--- src/rtl/uart_tx_arbiter_if.sv ---
`default_nettype none
// ============================================================================
// Module   : uart_tx_arbiter_if
// Brief    : Requester, serializer and status signals of the UART TX arbiter.
//            The master side drives the requests and the busy flag, the slave
//            side is the arbiter.
// Revision : 1.0 - initial release
// ============================================================================
interface uart_tx_arbiter_if #(
    parameter int NUM_REQ = 4
);
    localparam int c_ID_W = $clog2(NUM_REQ);

    logic [NUM_REQ-1:0]   req_valid;
    logic [8*NUM_REQ-1:0] req_data;
    logic [NUM_REQ-1:0]   req_last;
    logic [NUM_REQ-1:0]   req_ready;
    logic [7:0]           tx_data;
    logic                 tx_start;
    logic                 tx_busy;
    logic [c_ID_W-1:0]    grant_id;
    logic                 locked;
    logic                 err_timeout;

    modport master (
        output req_valid, req_data, req_last, tx_busy,
        input  req_ready, tx_data, tx_start, grant_id, locked, err_timeout
    );

    modport slave (
        input  req_valid, req_data, req_last, tx_busy,
        output req_ready, tx_data, tx_start, grant_id, locked, err_timeout
    );
endinterface
`default_nettype wire

--- src/rtl/uart_tx_arbiter.sv ---
`default_nettype none
// ============================================================================
// Module   : uart_tx_arbiter
// Brief    : Round-robin arbiter feeding bytes from NUM_REQ requesters into a
//            single UART serializer. A requester that sends a byte without
//            its last flag keeps the serializer until its message closes.
// Revision : 1.0 - initial release
// ============================================================================
module uart_tx_arbiter #(
    parameter int NUM_REQ      = 4,
    parameter int BUSY_TIMEOUT = 16
) (
    input  wire logic         clk,
    input  wire logic         rst,
    uart_tx_arbiter_if.slave  bus
);
    localparam int c_ID_W  = $clog2(NUM_REQ);
    localparam int c_CNT_W = $clog2(BUSY_TIMEOUT + 1);

    typedef enum logic [1:0] {
        S_IDLE      = 2'd0,
        S_START     = 2'd1,
        S_WAIT_DONE = 2'd2
    } state_t;

    state_t              r_state,    w_state_nxt;
    logic [7:0]          r_tx_data,  w_tx_data_nxt;
    logic                r_tx_start, w_tx_start_nxt;
    logic [c_ID_W-1:0]   r_grant_id, w_grant_id_nxt;
    logic [c_ID_W-1:0]   r_ptr,      w_ptr_nxt;
    logic                r_locked,   w_locked_nxt;
    logic                r_err,      w_err_nxt;
    logic [c_CNT_W-1:0]  r_cnt,      w_cnt_nxt;

    logic [c_ID_W-1:0]   w_sel;
    logic                w_found;
    logic                w_gate;
    logic                w_sel_valid;
    logic                w_sel_last;
    logic [7:0]          w_sel_byte;
    logic                w_accept;

    // Candidate requester: the lock owner, or the first valid index after ptr.
    always_comb begin : sel_search
        int v_idx;
        v_idx   = 0;
        w_found = 1'b0;
        w_sel   = r_grant_id;
        if (!r_locked) begin
            // With nothing valid the offer parks on ptr+1 so exactly one bit is up.
            w_sel = c_ID_W'((int'(r_ptr) + 1) % NUM_REQ);
            for (int k = 1; k <= NUM_REQ; k++) begin
                v_idx = (int'(r_ptr) + k) % NUM_REQ;
                if (!w_found && bus.req_valid[v_idx]) begin
                    w_found = 1'b1;
                    w_sel   = c_ID_W'(v_idx);
                end
            end
        end
    end

    // Offer the slot only while idle, serializer free and out of reset.
    always_comb begin
        w_gate        = (r_state == S_IDLE) && !bus.tx_busy && !rst;
        bus.req_ready = '0;
        w_sel_valid   = 1'b0;
        w_sel_last    = 1'b0;
        w_sel_byte    = 8'h00;
        for (int i = 0; i < NUM_REQ; i++) begin
            if (w_sel == c_ID_W'(i)) begin
                bus.req_ready[i] = w_gate;
                w_sel_valid      = bus.req_valid[i];
                w_sel_last       = bus.req_last[i];
                w_sel_byte       = bus.req_data[8*i +: 8];
            end
        end
        w_accept = w_gate && w_sel_valid;
    end

    // Next-state and next-output logic for the transmit handshake.
    always_comb begin
        w_state_nxt    = r_state;
        w_tx_data_nxt  = r_tx_data;
        w_tx_start_nxt = r_tx_start;
        w_grant_id_nxt = r_grant_id;
        w_ptr_nxt      = r_ptr;
        w_locked_nxt   = r_locked;
        w_err_nxt      = 1'b0;
        w_cnt_nxt      = r_cnt;
        case (r_state)
            S_IDLE: begin
                if (w_accept) begin
                    w_tx_data_nxt  = w_sel_byte;
                    w_grant_id_nxt = w_sel;
                    w_locked_nxt   = !w_sel_last;
                    w_tx_start_nxt = 1'b1;
                    // The counter holds the number of the current START cycle.
                    w_cnt_nxt      = c_CNT_W'(1);
                    w_state_nxt    = S_START;
                end
            end
            S_START: begin
                if (bus.tx_busy) begin
                    w_tx_start_nxt = 1'b0;
                    w_state_nxt    = S_WAIT_DONE;
                end else if (r_cnt == c_CNT_W'(BUSY_TIMEOUT)) begin
                    // Give up on the byte and let the next requester in.
                    w_tx_start_nxt = 1'b0;
                    w_locked_nxt   = 1'b0;
                    w_ptr_nxt      = r_grant_id;
                    w_state_nxt    = S_IDLE;
                end else begin
                    w_cnt_nxt = r_cnt + c_CNT_W'(1);
                    // Registered, so the pulse lands in START cycle BUSY_TIMEOUT.
                    w_err_nxt = (r_cnt == c_CNT_W'(BUSY_TIMEOUT - 1));
                end
            end
            S_WAIT_DONE: begin
                if (!bus.tx_busy) begin
                    w_state_nxt = S_IDLE;
                    if (!r_locked) begin
                        w_ptr_nxt = r_grant_id;
                    end
                end
            end
            default: w_state_nxt = S_IDLE;
        endcase
    end

    // State and output registers; ptr resets to the top so requester 0 wins first.
    always_ff @(posedge clk) begin
        if (rst) begin
            r_state    <= S_IDLE;
            r_tx_data  <= 8'h00;
            r_tx_start <= 1'b0;
            r_grant_id <= '0;
            r_ptr      <= c_ID_W'(NUM_REQ - 1);
            r_locked   <= 1'b0;
            r_err      <= 1'b0;
            r_cnt      <= '0;
        end else begin
            r_state    <= w_state_nxt;
            r_tx_data  <= w_tx_data_nxt;
            r_tx_start <= w_tx_start_nxt;
            r_grant_id <= w_grant_id_nxt;
            r_ptr      <= w_ptr_nxt;
            r_locked   <= w_locked_nxt;
            r_err      <= w_err_nxt;
            r_cnt      <= w_cnt_nxt;
        end
    end

    assign bus.tx_data     = r_tx_data;
    assign bus.tx_start    = r_tx_start;
    assign bus.grant_id    = r_grant_id;
    assign bus.locked      = r_locked;
    assign bus.err_timeout = r_err;

endmodule
`default_nettype wire

--- src/flat_wrapper.sv ---
// flat-port wrapper written by rule: the top's interface ports become plain ports
module uart_tx_arbiter_flat 
#(
    parameter int NUM_REQ      = 4,
    parameter int BUSY_TIMEOUT = 16
)
  (clk, rst, bus_req_valid, bus_req_data, bus_req_last, bus_tx_busy, bus_req_ready, bus_tx_data, bus_tx_start, bus_grant_id, bus_locked, bus_err_timeout);
  uart_tx_arbiter_if #(.NUM_REQ(NUM_REQ)) bus_i ();
  input  wire logic clk;
  input  wire logic rst;
  input wire logic [$bits(bus_i.req_valid)-1:0] bus_req_valid;
  input wire logic [$bits(bus_i.req_data)-1:0] bus_req_data;
  input wire logic [$bits(bus_i.req_last)-1:0] bus_req_last;
  input wire logic [$bits(bus_i.tx_busy)-1:0] bus_tx_busy;
  output wire logic [$bits(bus_i.req_ready)-1:0] bus_req_ready;
  output wire logic [$bits(bus_i.tx_data)-1:0] bus_tx_data;
  output wire logic [$bits(bus_i.tx_start)-1:0] bus_tx_start;
  output wire logic [$bits(bus_i.grant_id)-1:0] bus_grant_id;
  output wire logic [$bits(bus_i.locked)-1:0] bus_locked;
  output wire logic [$bits(bus_i.err_timeout)-1:0] bus_err_timeout;
  assign bus_i.req_valid = bus_req_valid;
  assign bus_i.req_data = bus_req_data;
  assign bus_i.req_last = bus_req_last;
  assign bus_i.tx_busy = bus_tx_busy;
  assign bus_req_ready = bus_i.req_ready;
  assign bus_tx_data = bus_i.tx_data;
  assign bus_tx_start = bus_i.tx_start;
  assign bus_grant_id = bus_i.grant_id;
  assign bus_locked = bus_i.locked;
  assign bus_err_timeout = bus_i.err_timeout;
  uart_tx_arbiter #(.NUM_REQ(NUM_REQ), .BUSY_TIMEOUT(BUSY_TIMEOUT)) u_core (.clk(clk), .rst(rst), .bus(bus_i));
endmodule
--- config.mk ---
export PLATFORM = sky130hd
export DESIGN_NAME = uart_tx_arbiter_flat
export DESIGN_NICKNAME = d
export VERILOG_FILES = /design/src/rtl/uart_tx_arbiter_if.sv /design/src/rtl/uart_tx_arbiter.sv /design/src/flat_wrapper.sv
export SDC_FILE = /design/constraint.sdc
export NUM_CORES = 1
export LEC_CHECK = 0
export ABC_AREA = 1
export CAP_MARGIN = 0
export CORE_ASPECT_RATIO = 1.2
export CORE_UTILIZATION = 35
export CTS_BUF_LIST = sky130_fd_sc_hd__clkbuf_8
export DETAILED_ROUTE_END_ITERATION = 8
export PLACE_DENSITY_LB_ADDON = 0.1
export SLEW_MARGIN = 15
export SYNTH_ARGS = -nofsm -noshare
export SYNTH_HDL_FRONTEND = slang
export SYNTH_SLANG_ARGS = --single-unit
--- constraint.sdc ---
create_clock -name clk -period 5.15 [get_ports clk]
set_input_delay 1.545 -clock clk [delete_from_list [all_inputs] [get_ports clk]]
set_output_delay 1.545 -clock clk [all_outputs]
set_load 0.02 [all_outputs]
==> results.yml <==
drt:
  wirelength_mm: 4.76
  wl_per_cell_um: 12.0
  ant_nets: 0
  drt-vias-per-instance: 4.83
  dr.pass1.iters: 4
  detailroute.via_count: 1916
  drc: 0
  drt_iter0_drc: 110
timing:
  setup_viol: 0
  rsz0062_at_grt: "false"
  fmax_mhz: 201
  finalHoldViolations: 0
  period_share_pct: 96.7
  finalSetupTns_ps: 0
  skew_ps: 6.80
  period_needed_ps: 4980
  slew_headroom_pct: 32.6
  maxSlewViolCount: 0
  worst_slew_pin_slew_ps: 986
worst_setup_path:
  critical_path_arrival_ps: 3440
  endpoint_kind: "primary output"
  ff2ff_path_depth: 19
  start_kind: "input port"
  required_ps: 3610
  path_max_fanout: 6
  critical_path_class: "in -> out"
clocking:
  clk_pin_slew_worst_paths_ps: 90
  cts_buffers: 3
  cts.sinks: 22
  root_buffer: "clkbuf_8"
  cts_tree: "done"
  cts.path.max_buffers: 2
  post_cts_buffers: 0
  clock_latency_ps: 270
  htree_levels: 1
  hold_buffers: 0
synthesis:
  ys_ff_latch: 22
  ys_warn_count: 0
  ys_types: 28
  syn_area_per_cell_um2: 6.12
  netlist_area_um2: 1660
  syn_inst: 272
  yosysSeqAreaShare_pct: 26.5
  syn_nets: 318
flow_run:
  cap_violations: 0
place:
  gp_congestion: 0.899
  dp.cells: 393
  detailed_place_hpwl_mm: 3.72
  place_area_um2: 2360
  port_buffers: 59
finish:
  stdcell_area_um2: 2430
  antennaDiodeCount: 0
  instances_no_fill: 397
  drive_gt1_share_pct: 13.3
  syn_to_final_growth_pct: 45.9
  final_common_cell: "nand2_1"
  fillers: 515
  final_cell_mix: "nand2_1 (88), clkdlybuf4s50_1 (55), nand3_1 (33)"
  fin_nets: 386
global_routing:
  antenna_found_initial: 0
  overflow: 0
  grt_pass1_vias: 1776
  grt_max_degree: 23
  grt_pass1_wl_mm: 7.99
  track_usage_pct: 20.5
floorplan:
  dieWidth_um: 64.9
  io_pins: 60
  fp-row-count: 27
  start_util_pct: 36.2
  die-area_um2: 5040
  core_area_um2: 4590
  die_h_um: 77.5
power_and_ir_drop:
  irDropWorstVdd_v: 0.000185
  finalPower_w: 0.00105
  powerDensity_nw_per_um2: 432
  p_leak_nw: 1.15
min_path:
  holdPathStages: 2
  hp-class: "reg -> reg"
status:
  status: "completed"
==> metal layers <==
metal  vias up  share of wire, %  track usage [%]
met5         -                 0                0
met2        50                50             36.6
met3         8               5.2             3.68
met4         0               2.4             8.44
met1       839                42             23.3
li1       1019                 -                -
==> repair_timing <==
| item | 4_1_cts | 5_1_grt |
|---|---|---|
| setup endpoints to repair | 4 | 1 |
| resized for setup | 4 | 1 |
| pin swaps | 0 | 0 |
==> worst max-delay path, cell delays in order <==
cell and delay [ps]:
clkdlybuf4s50_1 530, inv_1 70, nand2_1 80, nand3_1 80, nand2_1 150, nand2_2 90
nand2_1 60, nand3_1 80, nand2_2 90, nand2_2 70, nand2_4 80, nand2_2 110
nor2_8 100, clkdlybuf4s15_1 320
==> cell usage after synthesis <==
library cell   n  area (um2)
a2111oi_0      1        8.76
a21oi_1       22         110
and3_1         1        6.26
buf_1          1        3.75
buf_2          3        15.0
buf_4          1        7.51
buf_6          3        33.8
clkbuf_1       1        3.75
clkinv_1       1        3.75
dfxtp_1       22         440
ha_1           3        37.5
inv_1         22        82.6
inv_2          5        18.8
nand2_1       88         330
nand2_2       12        75.1
nand2_4        4        45.0
nand3_1       33         165
nand3b_4       1        20.0
nand4_1        5        31.3
nor2_1        16        60.1
nor2_2         4        25.0
nor2_8         1        20.0
nor3_1         4        20.0
o211ai_1       2        15.0
o21ai_0        6        30.0
o21ai_1        8        40.0
or2_2          1        6.26
xor2_1         1        8.76
==> registers in the layout (all words and copies together), names as in the netlist <==
signal and count:
u_core.r_state 2, u_core.r_cnt 5, u_core.bus.tx_start 1, u_core.bus.locked 1
u_core.r_ptr 2, u_core.bus.err_timeout 1, u_core.bus.grant_id 2, u_core.bus.tx_data 8
==> final timing paths <==
path,slack (ps),start,endpoint
worst max register to register,2360,u_core.r_ptr[0],u_core.bus.tx_data[0]
worst min-delay path,470,u_core.bus.tx_start,u_core.bus.tx_start
worst max-delay path,170,bus_req_valid[1],bus_req_ready[3]
worst min register to register,470,u_core.bus.tx_start,u_core.bus.tx_start
==> power by group <==
part           internal (W)  total (W)  switching (W)
Clock              0.000104   0.000165      0.0000609
Sequential         0.000206   0.000237      0.0000314
Combinational      0.000264   0.000647       0.000383
Total              0.000574    0.00105       0.000475
==> area by class of cell <==
cell class	count	area, um2	area share (%)
sequential	22	440	18.1
clock inverter	1	30.0	1.24
tap	58	72.6	2.99
inverter	28	105	4.33
timing repair buffer	72	684	28.2
multi-input combinational	213	1050	43.4
clock buffer	3	41.3	1.70
==> per-stage QoR <==
stage	hold slack (ps)	utilization (%)	worst slack (ps)
after floorplan	452	-	627
after global placement	452	51.4	-107
after detailed placement	455	51.4	-130
after CTS	465	52.8	132
after global routing	505	52.9	10.4
final	468	52.9	170
==> cells by family (layout without fill, tap and decap cells) <==
logic type | Yosys count | count (layout) | share of synthesized area, %
adders and majority gates | 3 | 3 | 2.26
buffers and inverters | 37 | 104 | 10.1
DFF | 22 | 22 | 26.5
xor gates and xnor gates | 1 | 1 | 0.526
and+or+nand+nor | 170 | 170 | 48.3
AOI/OAI and AO/OA | 39 | 39 | 12.3
(Power assumes the default switching activity.)
